File: src/rtl/char_blitter_if.sv
// Bus bundle for char_blitter: command channel, character-ROM read port, vram write port, status.
// Latency: none, wires only.
// Backpressure: cmd_valid/cmd_ready handshake on the command channel; ROM and vram ports are free-running.
//
// Signals:
//   cmd_valid/cmd_ready       command handshake (transfer when both high at posedge)
//   cmd_char/col/row/fg/bg    glyph code, cell position and colours
//   cmd_transparent           suppress writes of glyph 0-bits
//   crom_adr/crom_q           character ROM address out, data back one cycle later
//   vram_wadr/vram_d/vram_we  framebuffer write port, one pixel per cycle
//   done/err                  end-of-command pulse, err qualifies done
// Modports: master = command issuer / ROM owner / vram owner, slave = the blitter.
interface char_blitter_if #(
  parameter int DW  = 24,
  parameter int AW  = 16,
  parameter int CAW = 11
);
  logic           cmd_valid;
  logic           cmd_ready;
  logic [7:0]     cmd_char;
  logic [7:0]     cmd_col;
  logic [7:0]     cmd_row;
  logic [DW-1:0]  cmd_fg;
  logic [DW-1:0]  cmd_bg;
  logic           cmd_transparent;
  logic [CAW-1:0] crom_adr;
  logic [7:0]     crom_q;
  logic [AW-1:0]  vram_wadr;
  logic [DW-1:0]  vram_d;
  logic           vram_we;
  logic           done;
  logic           err;

  modport master (
    output cmd_valid, cmd_char, cmd_col, cmd_row, cmd_fg, cmd_bg, cmd_transparent, crom_q,
    input  cmd_ready, crom_adr, vram_wadr, vram_d, vram_we, done, err
  );

  modport slave (
    input  cmd_valid, cmd_char, cmd_col, cmd_row, cmd_fg, cmd_bg, cmd_transparent, crom_q,
    output cmd_ready, crom_adr, vram_wadr, vram_d, vram_we, done, err
  );
endinterface

File: src/rtl/char_blitter.sv
// Text-mode glyph renderer: fetches 8 font rows from the character ROM and writes 64 RGB pixels to vram.
// Latency: first write 3 cycles after accept, row r writes at 10r+3..10r+10, done at cycle 81 (reject: cycle 1).
// Backpressure: cmd_ready only when idle or in the done cycle; cmd_valid while busy is ignored, no queueing.
//
// Ports:
//   CLOCK_50  system clock, all logic on posedge
//   rst_n     asynchronous active-low reset; abandons any command in flight
//   bus       char_blitter_if.slave: command channel, crom_adr/crom_q, vram_wadr/vram_d/vram_we, done/err
module char_blitter #(
  parameter int FB_WIDTH  = 256,
  parameter int FB_HEIGHT = 256,
  parameter int DW        = 24,
  parameter int AW        = 16,
  parameter int CAW       = 11
) (
  input  logic           CLOCK_50,
  input  logic           rst_n,
  char_blitter_if.slave  bus
);

  // FB_WIDTH is a power of two, so the row stride is a shift.
  localparam int         XW    = $clog2(FB_WIDTH);
  localparam logic [8:0] NCOLS = 9'(FB_WIDTH / 8);
  localparam logic [8:0] NROWS = 9'(FB_HEIGHT / 8);

  typedef enum logic [2:0] {
    IDLE  = 3'd0,
    FETCH = 3'd1,
    WAIT  = 3'd2,
    DRAW  = 3'd3,
    FIN   = 3'd4
  } state_t;

  state_t         state_q, state_d;
  logic [7:0]     char_q, char_d;
  logic [7:0]     col_q, col_d;
  logic [7:0]     row_q, row_d;
  logic [DW-1:0]  fg_q, fg_d;
  logic [DW-1:0]  bg_q, bg_d;
  logic           transp_q, transp_d;
  logic           err_q, err_d;
  logic [2:0]     gr_q, gr_d;
  logic [2:0]     px_q, px_d;
  logic [7:0]     sr_q, sr_d;
  logic [CAW-1:0] crom_adr_q, crom_adr_d;
  logic [AW-1:0]  vram_wadr_q, vram_wadr_d;
  logic [DW-1:0]  vram_d_q, vram_d_d;
  logic           vram_we_q, vram_we_d;

  logic           accept;
  logic           out_of_range;

  // Pixel address (row*8+gr)*FB_WIDTH + col*8 + px, formed in AW+8 bits and truncated.
  // {row, gr} and {col, px} are exactly row*8+gr and col*8+px.
  function automatic logic [AW-1:0] pix_addr(input logic [7:0] row, input logic [2:0] gr,
                                             input logic [7:0] col, input logic [2:0] px);
    logic [AW+7:0] y;
    logic [AW+7:0] x;
    logic [AW+7:0] a;
    y = (AW+8)'({row, gr});
    x = (AW+8)'({col, px});
    a = (y << XW) + x;
    return a[AW-1:0];
  endfunction

  // FIN doubles as a ready cycle so a held cmd_valid is taken right after done.
  assign accept       = bus.cmd_valid && ((state_q == IDLE) || (state_q == FIN));
  assign out_of_range = ({1'b0, bus.cmd_col} >= NCOLS) || ({1'b0, bus.cmd_row} >= NROWS);

  always_comb begin
    state_d     = state_q;
    char_d      = char_q;
    col_d       = col_q;
    row_d       = row_q;
    fg_d        = fg_q;
    bg_d        = bg_q;
    transp_d    = transp_q;
    err_d       = err_q;
    gr_d        = gr_q;
    px_d        = px_q;
    sr_d        = sr_q;
    crom_adr_d  = crom_adr_q;
    vram_wadr_d = vram_wadr_q;
    vram_d_d    = vram_d_q;
    vram_we_d   = 1'b0;

    case (state_q)
      IDLE, FIN: begin
        state_d = IDLE;
        if (accept) begin
          char_d   = bus.cmd_char;
          col_d    = bus.cmd_col;
          row_d    = bus.cmd_row;
          fg_d     = bus.cmd_fg;
          bg_d     = bus.cmd_bg;
          transp_d = bus.cmd_transparent;
          gr_d     = 3'd0;
          if (out_of_range) begin
            err_d   = 1'b1;
            state_d = FIN;
          end else begin
            err_d   = 1'b0;
            state_d = FETCH;
          end
        end
      end
      FETCH: begin
        state_d = WAIT;
      end
      WAIT: begin
        // ROM data for this row is on crom_q now; bit 7 becomes the first pixel.
        sr_d    = bus.crom_q;
        px_d    = 3'd0;
        state_d = DRAW;
      end
      DRAW: begin
        sr_d = {sr_q[6:0], 1'b0};
        px_d = px_q + 3'd1;
        if (px_q == 3'd7) begin
          if (gr_q == 3'd7) begin
            state_d = FIN;
          end else begin
            gr_d    = gr_q + 3'd1;
            state_d = FETCH;
          end
        end
      end
      default: begin
        state_d = IDLE;
      end
    endcase

    // Output registers are loaded from the next-state view so that each
    // FETCH/DRAW cycle carries its own address/pixel on the registered ports.
    if (state_d == FETCH) begin
      crom_adr_d = CAW'({char_d, gr_d});
    end
    if (state_d == DRAW) begin
      vram_wadr_d = pix_addr(row_q, gr_q, col_q, px_d);
      vram_d_d    = sr_d[7] ? fg_q : bg_q;
      vram_we_d   = sr_d[7] | ~transp_q;
    end
  end

  always_ff @(posedge CLOCK_50 or negedge rst_n) begin
    if (!rst_n) begin
      state_q     <= IDLE;
      char_q      <= '0;
      col_q       <= '0;
      row_q       <= '0;
      fg_q        <= '0;
      bg_q        <= '0;
      transp_q    <= 1'b0;
      err_q       <= 1'b0;
      gr_q        <= '0;
      px_q        <= '0;
      sr_q        <= '0;
      crom_adr_q  <= '0;
      vram_wadr_q <= '0;
      vram_d_q    <= '0;
      vram_we_q   <= 1'b0;
    end else begin
      state_q     <= state_d;
      char_q      <= char_d;
      col_q       <= col_d;
      row_q       <= row_d;
      fg_q        <= fg_d;
      bg_q        <= bg_d;
      transp_q    <= transp_d;
      err_q       <= err_d;
      gr_q        <= gr_d;
      px_q        <= px_d;
      sr_q        <= sr_d;
      crom_adr_q  <= crom_adr_d;
      vram_wadr_q <= vram_wadr_d;
      vram_d_q    <= vram_d_d;
      vram_we_q   <= vram_we_d;
    end
  end

  assign bus.cmd_ready = (state_q == IDLE) || (state_q == FIN);
  assign bus.crom_adr  = crom_adr_q;
  assign bus.vram_wadr = vram_wadr_q;
  assign bus.vram_d    = vram_d_q;
  assign bus.vram_we   = vram_we_q;
  assign bus.done      = (state_q == FIN);
  assign bus.err       = (state_q == FIN) && err_q;

endmodule

File: src/flat_wrapper.sv
// flat-port wrapper written by rule: the top's interface ports become plain ports
module char_blitter_flat 
#(
  parameter int FB_WIDTH  = 256,
  parameter int FB_HEIGHT = 256,
  parameter int DW        = 24,
  parameter int AW        = 16,
  parameter int CAW       = 11
)
  (CLOCK_50, rst_n, bus_cmd_valid, bus_cmd_char, bus_cmd_col, bus_cmd_row, bus_cmd_fg, bus_cmd_bg, bus_cmd_transparent, bus_crom_q, bus_cmd_ready, bus_crom_adr, bus_vram_wadr, bus_vram_d, bus_vram_we, bus_done, bus_err);
  char_blitter_if #(.DW(DW), .AW(AW), .CAW(CAW)) bus_i ();
  input  logic CLOCK_50;
  input  logic rst_n;
  input wire logic [$bits(bus_i.cmd_valid)-1:0] bus_cmd_valid;
  input wire logic [$bits(bus_i.cmd_char)-1:0] bus_cmd_char;
  input wire logic [$bits(bus_i.cmd_col)-1:0] bus_cmd_col;
  input wire logic [$bits(bus_i.cmd_row)-1:0] bus_cmd_row;
  input wire logic [$bits(bus_i.cmd_fg)-1:0] bus_cmd_fg;
  input wire logic [$bits(bus_i.cmd_bg)-1:0] bus_cmd_bg;
  input wire logic [$bits(bus_i.cmd_transparent)-1:0] bus_cmd_transparent;
  input wire logic [$bits(bus_i.crom_q)-1:0] bus_crom_q;
  output wire logic [$bits(bus_i.cmd_ready)-1:0] bus_cmd_ready;
  output wire logic [$bits(bus_i.crom_adr)-1:0] bus_crom_adr;
  output wire logic [$bits(bus_i.vram_wadr)-1:0] bus_vram_wadr;
  output wire logic [$bits(bus_i.vram_d)-1:0] bus_vram_d;
  output wire logic [$bits(bus_i.vram_we)-1:0] bus_vram_we;
  output wire logic [$bits(bus_i.done)-1:0] bus_done;
  output wire logic [$bits(bus_i.err)-1:0] bus_err;
  assign bus_i.cmd_valid = bus_cmd_valid;
  assign bus_i.cmd_char = bus_cmd_char;
  assign bus_i.cmd_col = bus_cmd_col;
  assign bus_i.cmd_row = bus_cmd_row;
  assign bus_i.cmd_fg = bus_cmd_fg;
  assign bus_i.cmd_bg = bus_cmd_bg;
  assign bus_i.cmd_transparent = bus_cmd_transparent;
  assign bus_i.crom_q = bus_crom_q;
  assign bus_cmd_ready = bus_i.cmd_ready;
  assign bus_crom_adr = bus_i.crom_adr;
  assign bus_vram_wadr = bus_i.vram_wadr;
  assign bus_vram_d = bus_i.vram_d;
  assign bus_vram_we = bus_i.vram_we;
  assign bus_done = bus_i.done;
  assign bus_err = bus_i.err;
  char_blitter #(.FB_WIDTH(FB_WIDTH), .FB_HEIGHT(FB_HEIGHT), .DW(DW), .AW(AW), .CAW(CAW)) u_core (.CLOCK_50(CLOCK_50), .rst_n(rst_n), .bus(bus_i));
endmodule
File: config.mk
export PLATFORM = sky130hd
export DESIGN_NAME = char_blitter_flat
export DESIGN_NICKNAME = d
export VERILOG_FILES = /design/src/rtl/char_blitter_if.sv /design/src/rtl/char_blitter.sv /design/src/flat_wrapper.sv
export SDC_FILE = /design/constraint.sdc
export NUM_CORES = 1
export LEC_CHECK = 0
export ABC_CLOCK_PERIOD_IN_PS = 2200
export BUFFER_PORTS_ARGS = -buffer_cell sky130_fd_sc_hd__buf_2
export CORE_UTILIZATION = 31
export CTS_CLUSTER_SIZE = 20
export DETAILED_ROUTE_END_ITERATION = 6
export RECOVER_POWER = 25
export SYNTH_ARGS = -nofsm -noshare
export SYNTH_HDL_FRONTEND = slang
export SYNTH_SLANG_ARGS = --single-unit
File: constraint.sdc
create_clock -name CLOCK_50 -period 2.2 [get_ports CLOCK_50]
set_input_delay 0.55 -clock CLOCK_50 [delete_from_list [all_inputs] [get_ports CLOCK_50]]
set_output_delay 0.55 -clock CLOCK_50 [all_outputs]
set_load 0.02 [all_outputs]
==> flow_metrics.env <==
export IMPL_place_congestion=0.734
export IMPL_dieArea_um2=19300
export IMPL_via_per_inst=4.51
export IMPL_coreArea_um2=18100
export IMPL_cp_start_kind="flop"
export IMPL_insertion_delay_ns=0.42
export IMPL_grt_pass1_wl_um=22200
export IMPL_final_cell_mix="nand2_1 (237), dfrtp_1 (140), buf_2 (137)"
export IMPL_routed_wl_um=13200
export IMPL_synthAdderAreaFrac_pct=1.64
export IMPL_die_x_um=139
export IMPL_min_path_cells=3
export IMPL_drt_wirelength_per_cell_um=13.8
export IMPL_nets=800
export IMPL_antenna_found_initial=0
export IMPL_fmaxAchievable_mhz=483
export IMPL_combPwrFrac_pct=21.0
export IMPL_io_pin_count=139
export IMPL_firstDrtPassIters=6
export IMPL_path_max_fanout=6
export IMPL_drtIter0Drc=142
export IMPL_wl_met2_um=5870
export IMPL_crit_arrival_ns=1.52
export IMPL_synth_flop_cell="dfrtp_1"
export IMPL_yosysWarnings=0
export IMPL_p_leak_nw=3.97
export IMPL_status="finished with violations"
export IMPL_rsz0062_at_grt="false"
export IMPL_wl_met3_um=724
export IMPL_ys_ff_latch=140
export IMPL_cts_tree="built"
export IMPL_netlist_instances=566
export IMPL_p_seq_share_pct=40.9
export IMPL_intPower_w=0.00586
export IMPL_hold_class="input port to flop"
export IMPL_syn_area_per_cell_um2=10.3
export IMPL_power_frac_clock_pct=38.1
export IMPL_violations="DRC"
export IMPL_final_common_cell="nand2_1"
export IMPL_drt_met1_wl_um=6400
export IMPL_track_usage_pct=14.7
export IMPL_final_util_pct=41.1
export IMPL_r2r_cells=7
export IMPL_cts_buffers=17
export IMPL_finalClockSkew_ns=0.0114
export IMPL_max_slew_margin_rel_pct=4.39
export IMPL_ys_seq_area_share_pct=60.2
export IMPL_cts_root_buf="clkbuf_16"
export IMPL_r2r_slack_ns=0.14
export IMPL_power_switching_w=0.00242
export IMPL_final_antenna_net_count=0
export IMPL_async_flop_share_pct=100
export IMPL_synth_distinct_cells=37
export IMPL_p_per_area_nw_per_um2=1110
export IMPL_hold_viol=0
export IMPL_synth_nets=657
export IMPL_via_count=4286
export IMPL_hold_buffers=0
export IMPL_fin_setup_tns_ns=0
export IMPL_critPathKind="flop to primary output"
export IMPL_row_count=49
export IMPL_start_util_pct=32.0
export IMPL_htree_levels=4
export IMPL_reg2reg_from="u_core.px_q[0]"
export IMPL_drv_slew=0
export IMPL_timing_rr_end="u_core.bus.crom_adr[5]"
export IMPL_required_ns=1.65
export IMPL_hold_path_startpoint="bus_cmd_fg[15]"
export IMPL_synth_top_family_by_area="simple AND/OR/NAND/NOR gates"
export IMPL_setup_viol=0
export IMPL_area_growth_pct=28.4
export IMPL_grt_overflow_total=0
export IMPL_drive_above_1_share_pct=29.5
export IMPL_yosys_area_share_simple_pct=18.1
export IMPL_period_minus_slack_ns=2.07
export IMPL_synth_compound_area_share_pct=5.49
export IMPL_io_buffers=138
export IMPL_muxShareOfSynthArea_pct=10.9
export IMPL_cts_clk_slew_worst_paths_ns=0.06
export IMPL_end_kind="primary output"
export IMPL_grt_start_max_net_pins=60
export IMPL_min_to="u_core.fg_q[15]"
export IMPL_tightest_slew_ns=1.43
export IMPL_clock_sinks=140
export IMPL_synth_edf_count=0
export IMPL_antenna_cells=0
export IMPL_syn_cell_area_um2=5820
export IMPL_clock_path_buffers=2
export IMPL_sw_frac_of_total_pct=29.2
export IMPL_maxCapViolations=0
export IMPL_period_share_pct=94.1
export IMPL_grt_pass1_vias=4297
export IMPL_top_layer="met4"
export IMPL_die_y_um=139
export IMPL_synth_xor_area_share_pct=0.602
export IMPL_dp_hpwl_um=8920
export IMPL_peakVddDrop_mv=0.560
export IMPL_drcViolationCount=11
-- routing by layer --
layer | vias up | GRT usage (%)
met5 | - | 0
met4 | 0 | 5.61
met3 | 11 | 4.14
met2 | 103 | 22.4
met1 | 2036 | 19.7
li1 | 2136 | -
-- final cells by class --
class	count	area, µm²
tap	229	287
sequential	140	3500
timing repair buffer	154	855
clock buffer	21	460
multi-input combinational	390	2150
clock inverter	11	190
inverter	6	22.5
fill	1805	10700
-- power by group through the flow --
stage | registers [W] | clock network, W | logic [W]
global placement | 0.00342 | 0 | 0.00175
detailed placement | 0.00343 | 0 | 0.00177
CTS | 0.00339 | 0.00324 | 0.00178
global route | 0.00346 | 0.00335 | 0.00192
finish | 0.00338 | 0.00316 | 0.00174
floorplan | 0.00380 | 0 | 0.000702
-- registers in the layout (all words and copies together), names as in the netlist, 5 cells and up --
signal / cells
u_core.bg_q: 24
u_core.bus.vram_d: 24
u_core.fg_q: 24
u_core.bus.vram_wadr: 16
u_core.bus.crom_adr: 11
u_core.char_q: 8
u_core.col_q: 8
u_core.sr_q: 8
u_core.row_q: 5
-- worst max path at each step --
stage                            from                       to  slack, ns
floorplan              u_core.px_q[0]   u_core.bus.crom_adr[2]       0.21
CTS                 u_core.state_q[0]                  bus_err     0.0006
detailed placement     bus_cmd_col[5]  u_core.bus.crom_adr[10]       0.03
finish              u_core.state_q[0]                  bus_err       0.13
global placement       bus_cmd_col[5]  u_core.bus.crom_adr[10]       0.05
global route        u_core.state_q[0]                  bus_err     0.0009
-- worst max-delay path, cell delays in order (launching register included) --
cell     delay [ns]
dfrtp_1        0.47
nor2_2         0.27
and3_1         0.20
buf_2          0.18
-- per-stage QoR --
stage	hold slack (ns)	worst slack, ns	cells	cell area, µm²	power (W)
6_report	0.322	0.131	951	7460	0.00828
2_1_floorplan	0.254	0.207	566	5820	0.00450
3_5_place_dp	0.441	0.0268	919	6820	0.00520
4_1_cts	0.0863	0.000578	951	7470	0.00841
5_1_grt	0.313	0.000878	951	7460	0.00873
3_3_place_gp	0.426	0.0517	919	6820	0.00517
-- synthesized netlist by cell type, drive strengths merged, types with 3 or more instances --
cell	instances	share of area [%]
nand2	238	15
and2	3	0.32
mux2i	31	5.6
ha	6	1.3
nor2	6	0.39
inv	6	0.39
nand3	4	0.34
clkbuf	14	0.90
buf	16	1.8
xor2	4	0.60
mux2	25	5.4
dfrtp	140	60
o21ai	42	3.6
and3	3	0.32
a31oi	3	0.32
a21oi	4	0.34
-- repair_timing --
action	in CTS	in global routing
endpoints found under the setup margin	0	3
endpoints found under the hold margin	0	0
gates resized for setup	0	1
setup buffers	0	0
-- kinds of logic (layout without fill, tap and decap cells) --
logic type,Yosys count,after routing
mux,56,56
buf+inv,36,192
xor+xnor,4,4
simple gates,265,265
fa+ha+maj,7,7
compound gates,58,58
flops,140,140
(Power assumes the default switching activity.)
